### src/rtl/vga_fb_pkg.sv
// Shared types and default geometry for the VGA framebuffer access path.
package vga_fb_pkg;

    localparam int unsigned H_RES  = 480;
    localparam int unsigned V_RES  = 360;
    localparam int unsigned NPIX   = H_RES * V_RES;
    localparam int unsigned ADDR_W = 18;
    localparam int unsigned DATA_W = 3;

    typedef enum logic {
        IDLE,
        CLEAR
    } fb_state_t;

    typedef struct packed {
        logic [ADDR_W-1:0] addr;
        logic [DATA_W-1:0] data;
    } wq_entry_t;

endpackage

### src/rtl/sync_fifo.sv
// Small synchronous FIFO; pushes when full and pops when empty are ignored.
module sync_fifo #(
    parameter int unsigned WIDTH = 8,
    parameter int unsigned DEPTH = 4
) (
    input  logic             clk,
    input  logic             rst,
    input  logic             push,
    input  logic [WIDTH-1:0] wdata,
    input  logic             pop,
    output logic [WIDTH-1:0] rdata,
    output logic             full,
    output logic             empty
);

    localparam int unsigned PTR_W = $clog2(DEPTH);
    localparam int unsigned CNT_W = PTR_W + 1;

    logic [WIDTH-1:0] mem [DEPTH];
    logic [PTR_W-1:0] wr_ptr;
    logic [PTR_W-1:0] rd_ptr;
    logic [CNT_W-1:0] count;
    logic             do_push;
    logic             do_pop;

    assign full    = (count == CNT_W'(DEPTH));
    assign empty   = (count == '0);
    assign do_push = push && !full;
    assign do_pop  = pop && !empty;
    assign rdata   = mem[rd_ptr];

    always_ff @(posedge clk) begin
        if (do_push) begin
            mem[wr_ptr] <= wdata;
        end
    end

    always_ff @(posedge clk or posedge rst) begin
        if (rst) begin
            wr_ptr <= '0;
            rd_ptr <= '0;
            count  <= '0;
        end else begin
            if (do_push) begin
                wr_ptr <= wr_ptr + PTR_W'(1);
            end
            if (do_pop) begin
                rd_ptr <= rd_ptr + PTR_W'(1);
            end
            case ({do_push, do_pop})
                2'b10:   count <= count + CNT_W'(1);
                2'b01:   count <= count - CNT_W'(1);
                default: count <= count;
            endcase
        end
    end

endmodule

### src/rtl/fb_access_arbiter.sv
// Single-port framebuffer arbiter: display fetch owns the port while visible,
// queued serial writes or a hardware screen clear use the blanking cycles.
module fb_access_arbiter #(
    parameter int unsigned H_RES    = vga_fb_pkg::H_RES,
    parameter int unsigned V_RES    = vga_fb_pkg::V_RES,
    parameter int unsigned ADDR_W   = vga_fb_pkg::ADDR_W,
    parameter int unsigned DATA_W   = vga_fb_pkg::DATA_W,
    parameter int unsigned WQ_DEPTH = 4
) (
    input  logic              clk_vga,
    input  logic              rst,
    input  logic              visible,
    input  logic              vs,
    input  logic              wr_valid,
    output logic              wr_ready,
    input  logic [ADDR_W-1:0] wr_addr,
    input  logic [DATA_W-1:0] wr_data,
    input  logic              clr_req,
    input  logic [DATA_W-1:0] clr_color,
    output logic              clr_busy,
    output logic              wr_err,
    output logic [ADDR_W-1:0] mem_addr,
    output logic              mem_we,
    output logic [DATA_W-1:0] mem_wdata,
    input  logic [DATA_W-1:0] mem_rdata,
    output logic [DATA_W-1:0] pixel,
    output logic              pixel_valid
);

    import vga_fb_pkg::*;

    localparam int unsigned       NPIX_L   = H_RES * V_RES;
    localparam logic [ADDR_W-1:0] LAST_PIX = ADDR_W'(NPIX_L - 1);

    fb_state_t         state;
    fb_state_t         state_nxt;
    logic [ADDR_W-1:0] rd_addr;
    logic [ADDR_W-1:0] clr_addr;
    logic [DATA_W-1:0] clr_color_q;
    wq_entry_t         wq_in;
    wq_entry_t         wq_head;
    logic              wq_full;
    logic              wq_empty;
    logic              wq_push;
    logic              wq_pop;
    logic              wr_fire;
    logic              wr_in_range;

    assign wr_ready    = !wq_full;
    assign wr_fire     = wr_valid && wr_ready;
    assign wr_in_range = (wr_addr < ADDR_W'(NPIX_L));
    assign wq_push     = wr_fire && wr_in_range;
    assign wq_in       = '{addr: wr_addr, data: wr_data};
    assign clr_busy    = (state == CLEAR);
    assign pixel       = pixel_valid ? mem_rdata : '0;

    sync_fifo #(
        .WIDTH ($bits(wq_entry_t)),
        .DEPTH (WQ_DEPTH)
    ) u_wq (
        .clk   (clk_vga),
        .rst   (rst),
        .push  (wq_push),
        .wdata (wq_in),
        .pop   (wq_pop),
        .rdata (wq_head),
        .full  (wq_full),
        .empty (wq_empty)
    );

    always_ff @(posedge clk_vga or posedge rst) begin
        if (rst) begin
            state <= IDLE;
        end else begin
            state <= state_nxt;
        end
    end

    // A clear request wins over a pending pop so queued pixels land after the clear.
    always_comb begin
        state_nxt = state;
        mem_addr  = '0;
        mem_we    = 1'b0;
        mem_wdata = '0;
        wq_pop    = 1'b0;
        if (visible) begin
            mem_addr = rd_addr;
        end
        case (state)
            IDLE: begin
                if (clr_req) begin
                    state_nxt = CLEAR;
                end else if (!visible && !wq_empty) begin
                    mem_we    = 1'b1;
                    mem_addr  = wq_head.addr;
                    mem_wdata = wq_head.data;
                    wq_pop    = 1'b1;
                end
            end
            CLEAR: begin
                if (!visible) begin
                    mem_we    = 1'b1;
                    mem_addr  = clr_addr;
                    mem_wdata = clr_color_q;
                    if (clr_addr == LAST_PIX) begin
                        state_nxt = IDLE;
                    end
                end
            end
            default: state_nxt = IDLE;
        endcase
    end

    always_ff @(posedge clk_vga or posedge rst) begin
        if (rst) begin
            rd_addr     <= '0;
            clr_addr    <= '0;
            clr_color_q <= '0;
            wr_err      <= 1'b0;
            pixel_valid <= 1'b0;
        end else begin
            pixel_valid <= visible;
            if (wr_fire && !wr_in_range) begin
                wr_err <= 1'b1;
            end
            if (!vs) begin
                rd_addr <= '0;
            end else if (visible) begin
                rd_addr <= (rd_addr == LAST_PIX) ? '0 : rd_addr + ADDR_W'(1);
            end
            if (state == IDLE && clr_req) begin
                clr_addr    <= '0;
                clr_color_q <= clr_color;
            end else if (state == CLEAR && !visible) begin
                clr_addr <= clr_addr + ADDR_W'(1);
            end
        end
    end

endmodule

### config.mk
export PLATFORM = sky130hd
export DESIGN_NAME = fb_access_arbiter
export DESIGN_NICKNAME = d
export VERILOG_FILES = /design/src/rtl/vga_fb_pkg.sv /design/src/rtl/sync_fifo.sv /design/src/rtl/fb_access_arbiter.sv
export SDC_FILE = /design/constraint.sdc
export NUM_CORES = 1
export LEC_CHECK = 0
export ABC_AREA = 1
export CORE_MARGIN = 2
export CORE_UTILIZATION = 54
export CTS_BUF_LIST = sky130_fd_sc_hd__clkbuf_4
export DETAILED_ROUTE_END_ITERATION = 8
export PLACE_DENSITY = 0.86
export SYNTH_ARGS = -nofsm -noshare
export SYNTH_HDL_FRONTEND = slang
export SYNTH_SLANG_ARGS = --single-unit
### constraint.sdc
create_clock -name clk_vga -period 2.2 [get_ports clk_vga]
set_input_delay 0.44 -clock clk_vga [delete_from_list [all_inputs] [get_ports clk_vga]]
set_output_delay 0.44 -clock clk_vga [all_outputs]
set_load 0.02 [all_outputs]
[After elaboration in Yosys (flattened, before gate mapping)]
Memory sizes are Yosys's and may differ from the RTL's.
Cells that the tools add are included.
Storage, ports and cells
  register bits: 49
  bits in writable memories: 84
  input port bits: 33
  output and inout bits: 29
  logic and storage cells: 66
  memories: 1
Operators by class
  add/subtract/negate cells: 6
  order comparisons: 1
  eq/ne operators: 6
  mux-type cells: 27
  bitwise gates (word level): 1
  reductions and logical operators: 15
Memories
  u_wq.mem: depth 4, width 21, read ports 1, clocked after memory_dff 0, write ports 1, RTL line sync_fifo.sv:19  | logic [WIDTH-1:0] mem [DEPTH];
Operators with widths (count)
  2-to-1 mux 18 bit: 9
  adder 18 x 1 -> 18 bit (second input constant): 2
  == test 18 bit (second input constant): 2
  one-hot mux 18 bit (2 select lines): 1
  less-than comparator 18 bit (second input constant): 1
  2-to-1 mux 3 bit: 4
  one-hot mux 3 bit (2 select lines): 2
  2-to-1 mux 1 bit: 9
  logical AND 1 bit: 8
  adder 2 x 1 -> 2 bit (second input constant): 2
  zero test 1 bit: 4
  one-hot mux 1 bit (2 select lines): 2
  nonzero test 2 bit: 2
  adder 3 x 1 -> 3 bit (second input constant): 1
  == test 3 bit (second input constant): 1
  zero test 3 bit: 1
  subtractor 3 x 1 -> 3 bit (second input constant): 1
  == test 2 x 1 -> 1 bit (second input constant): 1
  == test 2 bit (second input constant): 1
  != test 2 bit (second input constant): 1
  inverter 1 bit: 1

[Longest topological paths before layout]
Gate-level depths: netlist of the first run.
  depth in word-level cells: 9
  depth in mapped cells: 11
  depth with buffers taken out: 11

[Hierarchy]
From an unflattened synthesis of the first run, not the netlist that was laid out.
Unflattened totals
  cell total of the unflattened synthesis: 695
  area, all modules: 6708.9 um2
By module, submodules not included
  sync_fifo: times used 1, cells an instance 307, area an instance 3901.2 um2, seq. area each 2697.6 um2
  fb_access_arbiter: times used 1, cells an instance 388, area an instance 2807.7 um2, seq. area each 1051.0 um2

[Worst setup path after synthesis of the first run]
OpenSTA, ideal clock, no wires.
  kind: input-to-reg
  start point: input wr_addr[11]
  end point: memory u_wq.mem[0][0] in the netlist's numbering, enable pin
  setup time: 399 ps
  data arrival time: 2034 ps
  slack: -233 ps
  cell stages on the path: 5
  path buffers: 0
  path through: nor2_1 -> a21oi_1 -> a21oi_1 -> nand3_1 -> nor2_1
On the way
  cells in the longest elaborated chain, start to end: 5
Ends and longest elaborated chain
  start: declaration: RTL line fb_access_arbiter.sv:16  | input logic [ADDR_W-1:0] wr_addr,
  less-than comparator 18 bit: RTL line fb_access_arbiter.sv:51  | assign wr_in_range = (wr_addr < ADDR_W'(NPIX_L));
  logical AND 1 bit: RTL line fb_access_arbiter.sv:52  | assign wq_push = wr_fire && wr_in_range;
  logical AND 1 bit: RTL line sync_fifo.sv:28  | assign do_push = push && !full;
  2-to-1 mux 1 bit: RTL line sync_fifo.sv:33  | if (do_push) begin
  2-to-1 mux 1 bit (not written as such): RTL line sync_fifo.sv:34  | mem[wr_ptr] <= wdata;
  end: declaration: RTL line sync_fifo.sv:19
Every way passes these cells.

[Worst setup path in the final report of the first run]
  start point: register u_wq.rd_ptr[0]
  end point: output mem_addr[11]
On the way
  cells in the longest elaborated chain, start to end: 4
Ends and longest elaborated chain
  start: declaration: RTL line sync_fifo.sv:21  | logic [PTR_W-1:0] rd_ptr;
  start signal: assignment: RTL line sync_fifo.sv:48  | rd_ptr <= rd_ptr + PTR_W'(1);
  memory read (4 x 21 bit)
  2-to-1 mux 18 bit: RTL line fb_access_arbiter.sv:93  | end else if (!visible && !wq_empty) begin
  2-to-1 mux 18 bit: RTL line fb_access_arbiter.sv:91  | if (clr_req) begin
  one-hot mux 18 bit (2 select lines): RTL line fb_access_arbiter.sv:89  | case (state)
  end: declaration: RTL line fb_access_arbiter.sv:22  | output logic [ADDR_W-1:0] mem_addr,
Every way passes these cells.

==> metrics.md, run 1 <==
| Metric | Value |
|---|---|
| Hold_ws | 0.245 ns |
| Worst Max-Slew Pin Slew | 0.392 ns |
| Total number of vias | 5,303 |
| Dpl cells | 892 |
| Port Buffers | 61 |
| Crit-path cells | inv_8, buf_12, nor2_4, o22ai_2, nand2_1, o211ai_1, buf_4 |
| # fillers | 795 |
| # nets final | 814 |
| Iteration-0 DRC Markers | 465 |
| FF-to-FF End | u_wq.count[2] |
| Core area | 11,500 sq um |
| TritonCTS Buffers | 17 |
| WP data required | 1.76 ns |
| Remaining antenna violation count | 0 |
| H-tree depth | 4 |
| Final core utilization | 72.6% |
| Syn_nets | 689 |
| CP max FO | 8 |
| Startpoint types | flip-flop |
| Period utilization | 111% |
| Crit-path slowest cell | dfrtp_2 |
| Setup TNS | -3.71 ns |
| Reg-to-reg slack, setup | 0.14 ns |
| Ports | 62 |
| Yosys top cell by area | edfxtp_1 |
| Chip Width | 113 um |
| Worst Path Class, Setup | reg2out |
| XOR/XNOR share of the synthesized area | 1.92% |
| Drt first pass iters | 5 |
| CP peak stage delay | 0.51 ns |
| Worst vdd ir | 0.772 mV |
| CTS Buffer Depth | 2 |
| Slew HR | 73.7% |
| Family with the most delay on the worst path | flip-flops |
| Flops & latches, synth | 133 |
| Final clock skew | 0.0112 ns |
| Outcome | finished with violations |
| Netlist cell types | 39 |
| Synth Instances | 648 |
| Commonest non-fill, non-tap cell in the layout | nand2_1 |
| Pin count of the biggest net entering global routing | 50 |
| Initial core utilization | 55.5% |
| DRC Markers | 0 |
| Rows | 39 |
| Synth Warn # | 0 |
| Violated checks | setup timing |
| Share of the synthesized area in the top cell type | 39.6% |
| Post-synthesis simple-gate area fraction | 18.4% |
| Clock Latency Late Sink | 0.54 ns |
| Clock sink count | 133 |
| GRT Util Overall | 27.4% |
| Main combinational cell family by area after synthesis | simple AND/OR/NAND/NOR gates |
| Min-delay worst type | in2async |
| Most frequent cells in the layout | 124 x nand2_1, 84 x edfxtp_1, 69 x buf_4 |
| Vias in the first global route | 5,330 |
| First-pass GRT wire length | 26.8 mm |
| R2r worst-path depth | 11 |
| Mux contribution to synthesized area | 0% |
| DR WL/cell | 18.3 um |
| Routed WL | 17.0 mm |
| P&R area growth vs syn | 30.6% |
| Nature of the critical path endpoint | output pin |
| Non-Filler Instances | 930 |
| Reg-to-Reg Start | u_wq.count[1] |
| Layout cells sized above 1 | 28.6% |
| CTS tree | built |
| Clock-pin slew of the registers on the worst-case setup and hold paths | 0.12 ns |
| PwrDens | 983 nW/um^2 |
| Post-synthesis compound-gate area fraction | 12.9% |
| Post-DP HPWL | 11.2 mm |
| Max-Cap Viols | 0 |
| Fin area | 8320 sq um |
| Final hold vios | 0 |
| Bufs and invs on worst path | 3 |
| Setup-failing EPs final | 21 |
| Cts hold-fix bufs | 0 |
| Min Tclk post-route | 2.44 ns |
| Adder and majority gate portion of the synthesized area | 1.69% |
| Highest clock rate | 0.410 GHz |
| GP Congestion | 0.921 |
| Synth Cell Area | 6370 sq um |
| Overflow after GRT | 0 |
| Worst endpoint data arrival time | 2.00 ns |
| Setup ws final | -0.237 ns |
| Vert. Die Dim | 113 um |
| Tot Pwr | 8.18 mW |
| Vias/cell | 5.70 |
| Count of final max-slew check failures | 0 |
| Sequential cell area fraction in the yosys report | 58.8% |
| Die ar. | 12,700 sq um |
| Initial antenna violation count | 1 |
| DP Area | 7590 sq um |
| LEAKAGE | 3.28 nW |
| Pre-CTS setup slack | -0.568 ns |
| RSZ-0062 raised after global routing | yes |
| Top cells by area, synth | edfxtp_1 40%, dfrtp_1 19%, nand2_1 7.5%, nor2_1 4.5%, o21ai_0 4.5% |
| Clock root buffer | clkbuf_4 |
| Mean Syn Cell Area | 9.83 sq um |
==> how the worst max path moves through the flow <==
stage                              start        endpoint  slack (ns)  cells past startpoint
after global placement       wr_addr[15]   u_wq.count[2]       -0.49                     11
after detailed placement     wr_addr[15]   u_wq.count[2]       -0.57                     11
after global routing      u_wq.rd_ptr[0]    mem_addr[17]       -0.32                      6
final                     u_wq.rd_ptr[0]    mem_addr[11]       -0.24                      7
after CTS                 u_wq.rd_ptr[0]     mem_addr[7]       -0.23                      6
after floorplan              wr_addr[11]  u_wq.mem[0][0]       -0.23                      5
==> cell usage after synthesis (all sizes together) <==
cell type and n:
o21ai 67, nor3 6, a22o 3, a31oi 1, clkbuf 11, nor2 84, o221ai 8, inv 73
and2 1, dfrtp 49, a21boi 1, fa 1, edfxtp 84, o32ai 1, nand3 30, a22oi 2
clkinv 1, buf 12, ha 7, o22ai 27, nor4 1, a21o 1, nand4 13, a21oi 9
nand2 131, o211ai 10, xor2 12, xnor2 2
==> cells by family after synthesis <==
family                     count (synthesis)
AOI/OAI and AO/OA                        130
adders and majority gates                  8
and+or+nand+nor                          266
buffers and inverters                     97
DFF                                      133
xor gates and xnor gates                  14
==> layer usage <==
metal | wire [um] | up-vias | track usage [%]
met1 | 6880 | 2590 | 33.9
met3 | 1020 | 30 | 6.26
met2 | 8810 | 202 | 47.1
met4 | 332 | 0 | 10.2
met5 | 0 | - | 0
li1 | - | 2481 | -
==> worst min-delay path: stages <==
cell and delay (ns):
clkdlybuf4s50_1 0.41, inv_2 0.07, buf_12 0.26
==> cell type report <==
type | count | area, sq um | share of cell area, %
inverters | 74 | 285 | 3.43
repair buffers | 129 | 1230 | 14.8
well taps | 143 | 179 | 2.15
flip-flops and latches | 133 | 3750 | 45.1
diodes | 1 | 2.50 | 0.0301
multi-input cells | 418 | 2540 | 30.5
clock inverters | 15 | 203 | 2.44
clock buffers | 17 | 128 | 1.53
==> report_power, final <==
group / total, mW / internal [mW] / switching [mW]
combinational: 3.09 / 1.32 / 1.76
clock: 1.86 / 0.913 / 0.950
sequential: 3.23 / 3.01 / 0.215
total: 8.18 / 5.25 / 2.93
==> sequential cells by signal, indices dropped and copies added (netlist names) <==
register / cells
u_wq.mem: 84
clr_addr: 18
rd_addr: 18
clr_color_q: 3
u_wq.count: 3
u_wq.rd_ptr: 2
u_wq.wr_ptr: 2
clr_busy: 1
pixel_valid: 1
wr_err: 1
==> repair_timing <==
action / CTS / global route
gates cloned: 4 / 0
hold endpoints to repair: 0 / 0
pin swaps: 24 / 20
resized for setup: 194 / 60
setup endpoints to repair: 23 / 23
setup buffers: 3 / 5
Power figures use the tool's default switching activity.
==> run 2, diff against run 1 <==
--- a/config.mk
+++ b/config.mk
@@ -6,11 +6,13 @@
 export NUM_CORES = 1
 export LEC_CHECK = 0
 export ABC_AREA = 1
+export CELL_PAD_IN_SITES_DETAIL_PLACEMENT = 1
+export CELL_PAD_IN_SITES_GLOBAL_PLACEMENT = 2
 export CORE_MARGIN = 2
-export CORE_UTILIZATION = 54
+export CORE_UTILIZATION = 34
 export CTS_BUF_LIST = sky130_fd_sc_hd__clkbuf_4
 export DETAILED_ROUTE_END_ITERATION = 8
-export PLACE_DENSITY = 0.86
+export PLACE_DENSITY = 0.85
 export SYNTH_ARGS = -nofsm -noshare
 export SYNTH_HDL_FRONTEND = slang
 export SYNTH_SLANG_ARGS = --single-unit
==> run 2 against run 1 <==
The flow still finishes with violations (setup timing). First-iteration DRC count fell by 44%. Utilization down 26 points. Final cell count grew 11%. Critical path depth is the same. Worst hold slack got worse by 0.084 ns. Critical path type unchanged. Largest cell class unchanged.
==> metrics.md, run 2 (synthesis results as in run 1) <==
| Metric | Value |
|---|---|
| Vert. Die Dim | 141 um (was 113 um) |
| Biggest register | u_wq.mem (unchanged) |
| LEAKAGE | 3.38 nW (was 3.28 nW) |
| # nets final | 828 (was 814) |
| Max-Cap Viols | 0 (unchanged) |
| Worst Max-Slew Pin Slew | 0.424 ns (was 0.392 ns) |
| Total number of vias | 5,240 (was 5,303) |
| Slew HR | 71.5% (was 73.7%) |
| Commonest non-fill, non-tap cell in the layout | nand2_1 (unchanged) |
| Startpoint types | flip-flop (unchanged) |
| # diodes | 0 (was 1) |
| Die ar. | 19,800 sq um (was 12,700 sq um) |
| GRT met2 Usage | 34.5% (was 47.1%) |
| Setup TNS | -4.78 ns (was -3.71 ns) |
| Final clock skew | 0.0200 ns (was 0.0112 ns) |
| CP max FO | 9 (was 8) |
| Routed WL | 18.9 mm (was 17.0 mm) |
| RSZ-0062 raised after global routing | yes (unchanged) |
| P&R area growth vs syn | 34.2% (was 30.6%) |
| Most frequent cells in the layout | 125 x nand2_1, 84 x edfxtp_1, 82 x buf_4 (was 124 x nand2_1, 84 x edfxtp_1, 69 x buf_4) |
| Setup ws final | -0.328 ns (was -0.237 ns) |
| Post-DP HPWL | 13.6 mm (was 11.2 mm) |
| H-tree depth | 4 (unchanged) |
| Count of final max-slew check failures | 0 (unchanged) |
| Core area | 18,500 sq um (was 11,500 sq um) |
| Rows | 50 (was 39) |
| Iteration-0 DRC Markers | 262 (was 465) |
| Min Tclk post-route | 2.53 ns (was 2.44 ns) |
| Initial antenna violation count | 0 (was 1) |
| Period utilization | 115% (was 111%) |
| CTS tree | built (unchanged) |
| DR WL/cell | 18.3 um (about the same) |
| Ports | 62 (unchanged) |
| Clock sink count | 133 (unchanged) |
| Initial core utilization | 34.4% (was 55.5%) |
| TritonCTS Buffers | 17 (unchanged) |
| Layer carrying the most global-route usage | met2 (unchanged) |
| First-pass GRT wire length | 29.9 mm (was 26.8 mm) |
| Vias/cell | 5.07 (was 5.70) |
| Grt met3 use | 3.80% (was 6.26%) |
| Min-delay worst type | in2async (unchanged) |
| Clock Latency Late Sink | 0.55 ns (was 0.54 ns) |
| Nature of the critical path endpoint | output pin (unchanged) |
| Highest clock rate | 0.396 GHz (was 0.410 GHz) |
| Pin count of the biggest net entering global routing | 26 (was 50) |
| Violated checks | setup timing (unchanged) |
| Clock-pin slew of the registers on the worst-case setup and hold paths | 0.13 ns (was 0.12 ns) |
| Worst vdd ir | 0.443 mV (was 0.772 mV) |
| Outcome | finished with violations (unchanged) |
| GP Congestion | 0.902 (was 0.921) |
| Setup-failing EPs final | 21 (unchanged) |
| Final hold vios | 0 (unchanged) |
| Port Buffers | 61 (unchanged) |
| GRT Util Overall | 19.5% (was 27.4%) |
| Overflow after GRT | 0 (unchanged) |
| Remaining antenna violation count | 0 (unchanged) |
| Worst Path Class, Setup | reg2out (unchanged) |
| Drt first pass iters | 4 (was 5) |
| CTS Buffer Depth | 2 (unchanged) |
| Biggest regs | u_wq.mem x84, clr_addr x18, rd_addr x18 (unchanged) |
| DRC Markers | 0 (unchanged) |
| Hold_ws | 0.161 ns (was 0.245 ns) |
| PwrDens | 979 nW/um^2 (was 983 nW/um^2) |
| Chip Width | 141 um (was 113 um) |
| WP data required | 1.76 ns (about the same) |
| Worst endpoint data arrival time | 2.09 ns (was 2.00 ns) |
| Clock root buffer | clkbuf_4 (unchanged) |
| Met1 GRT Util | 24.4% (was 33.9%) |
| Layout cells sized above 1 | 29.5% (was 28.6%) |
| Vias in the first global route | 5,532 (was 5,330) |
| Largest register FFs | 84 (unchanged) |
run 2: changes by cell type in the layout (fill, tap and decap cells not counted), moves of 2 or more:
| cell | change |
|---|---|
| buf_4 | +13 |
| buf_6 | -2 |
| clkbuf_16 | +2 |
| nor2_1 | +5 |
| nor2_2 | -7 |
| nor2_4 | +2 |
| o21ai_0 | +2 |
| o221ai_1 | -3 |
| o221ai_2 | +3 |
run 2: path summary, 6_finish.rpt:
kind / cells after the start / from / to / slack (ns)
worst max-delay path: 7 / u_wq.rd_ptr[0] / mem_addr[7] / -0.33
worst min register to register: 1 / wr_err / wr_err / 0.48
min in group clk_vga: 3 / clr_color[2] / clr_color_q[2] / 0.43
worst max register to register: 12 / u_wq.count[1] / u_wq.count[2] / 0.13
max in group asynchronous: 3 / rst / u_wq.rd_ptr[0] / 1.47
worst min-delay path: 2 / rst / clr_addr[11] / 0.16
run 2: metal layers:
layer	up-vias	wire length [um]
li1	2498	-
met3	18	649
met1	2624	8080
met5	-	0
met4	0	272
met2	100	9950
run 2: worst max-delay path, cell delays in order (launching register included):
cell and delay [ns]:
dfrtp_2 0.51, buf_6 0.18, o21ai_0 0.26, o22ai_2 0.12, buf_4 0.16, nand2_1 0.05, o211ai_1 0.09, buf_4 0.17
run 2: final cells by class:
class                      instances  area [sq um]
multi-input combinational        418          2530
clock inverter                    14           175
timing repair buffer             143          1380
inverter                          74           285
clock buffer                      18           135
sequential                       133          3750
tap                              234           293
fill                            2062          9970
run 2: repair_timing:
action                     CTS  global route
hold endpoints to repair     0             0
pin swaps                    9            11
setup buffers                3             7
cloned                       3             2
resized for setup          167            84
setup endpoints to repair   24            24
hold buffers                 0             0
run 2: report_power, final:
group	internal (mW)	total (mW)	leakage, nW	switching (mW)
Clock	0.818	1.79	0.167	0.973
Combinational	1.55	3.36	1.80	1.81
Sequential	3.01	3.22	1.41	0.206
run 2: stage by stage:
stage                     setup WS, ns  util (%)  cells  area, sq um  total power, mW
after global placement          -0.559      41.7    987         7730             5.53
after detailed placement        -0.602      41.7    987         7730             5.66
after global routing            -0.453      46.2   1034         8550             8.84
after floorplan                 -0.233         -    648         6370             4.40
final                           -0.328      46.2   1034         8550             8.37
after CTS                       -0.326      44.4   1025         8210             7.82
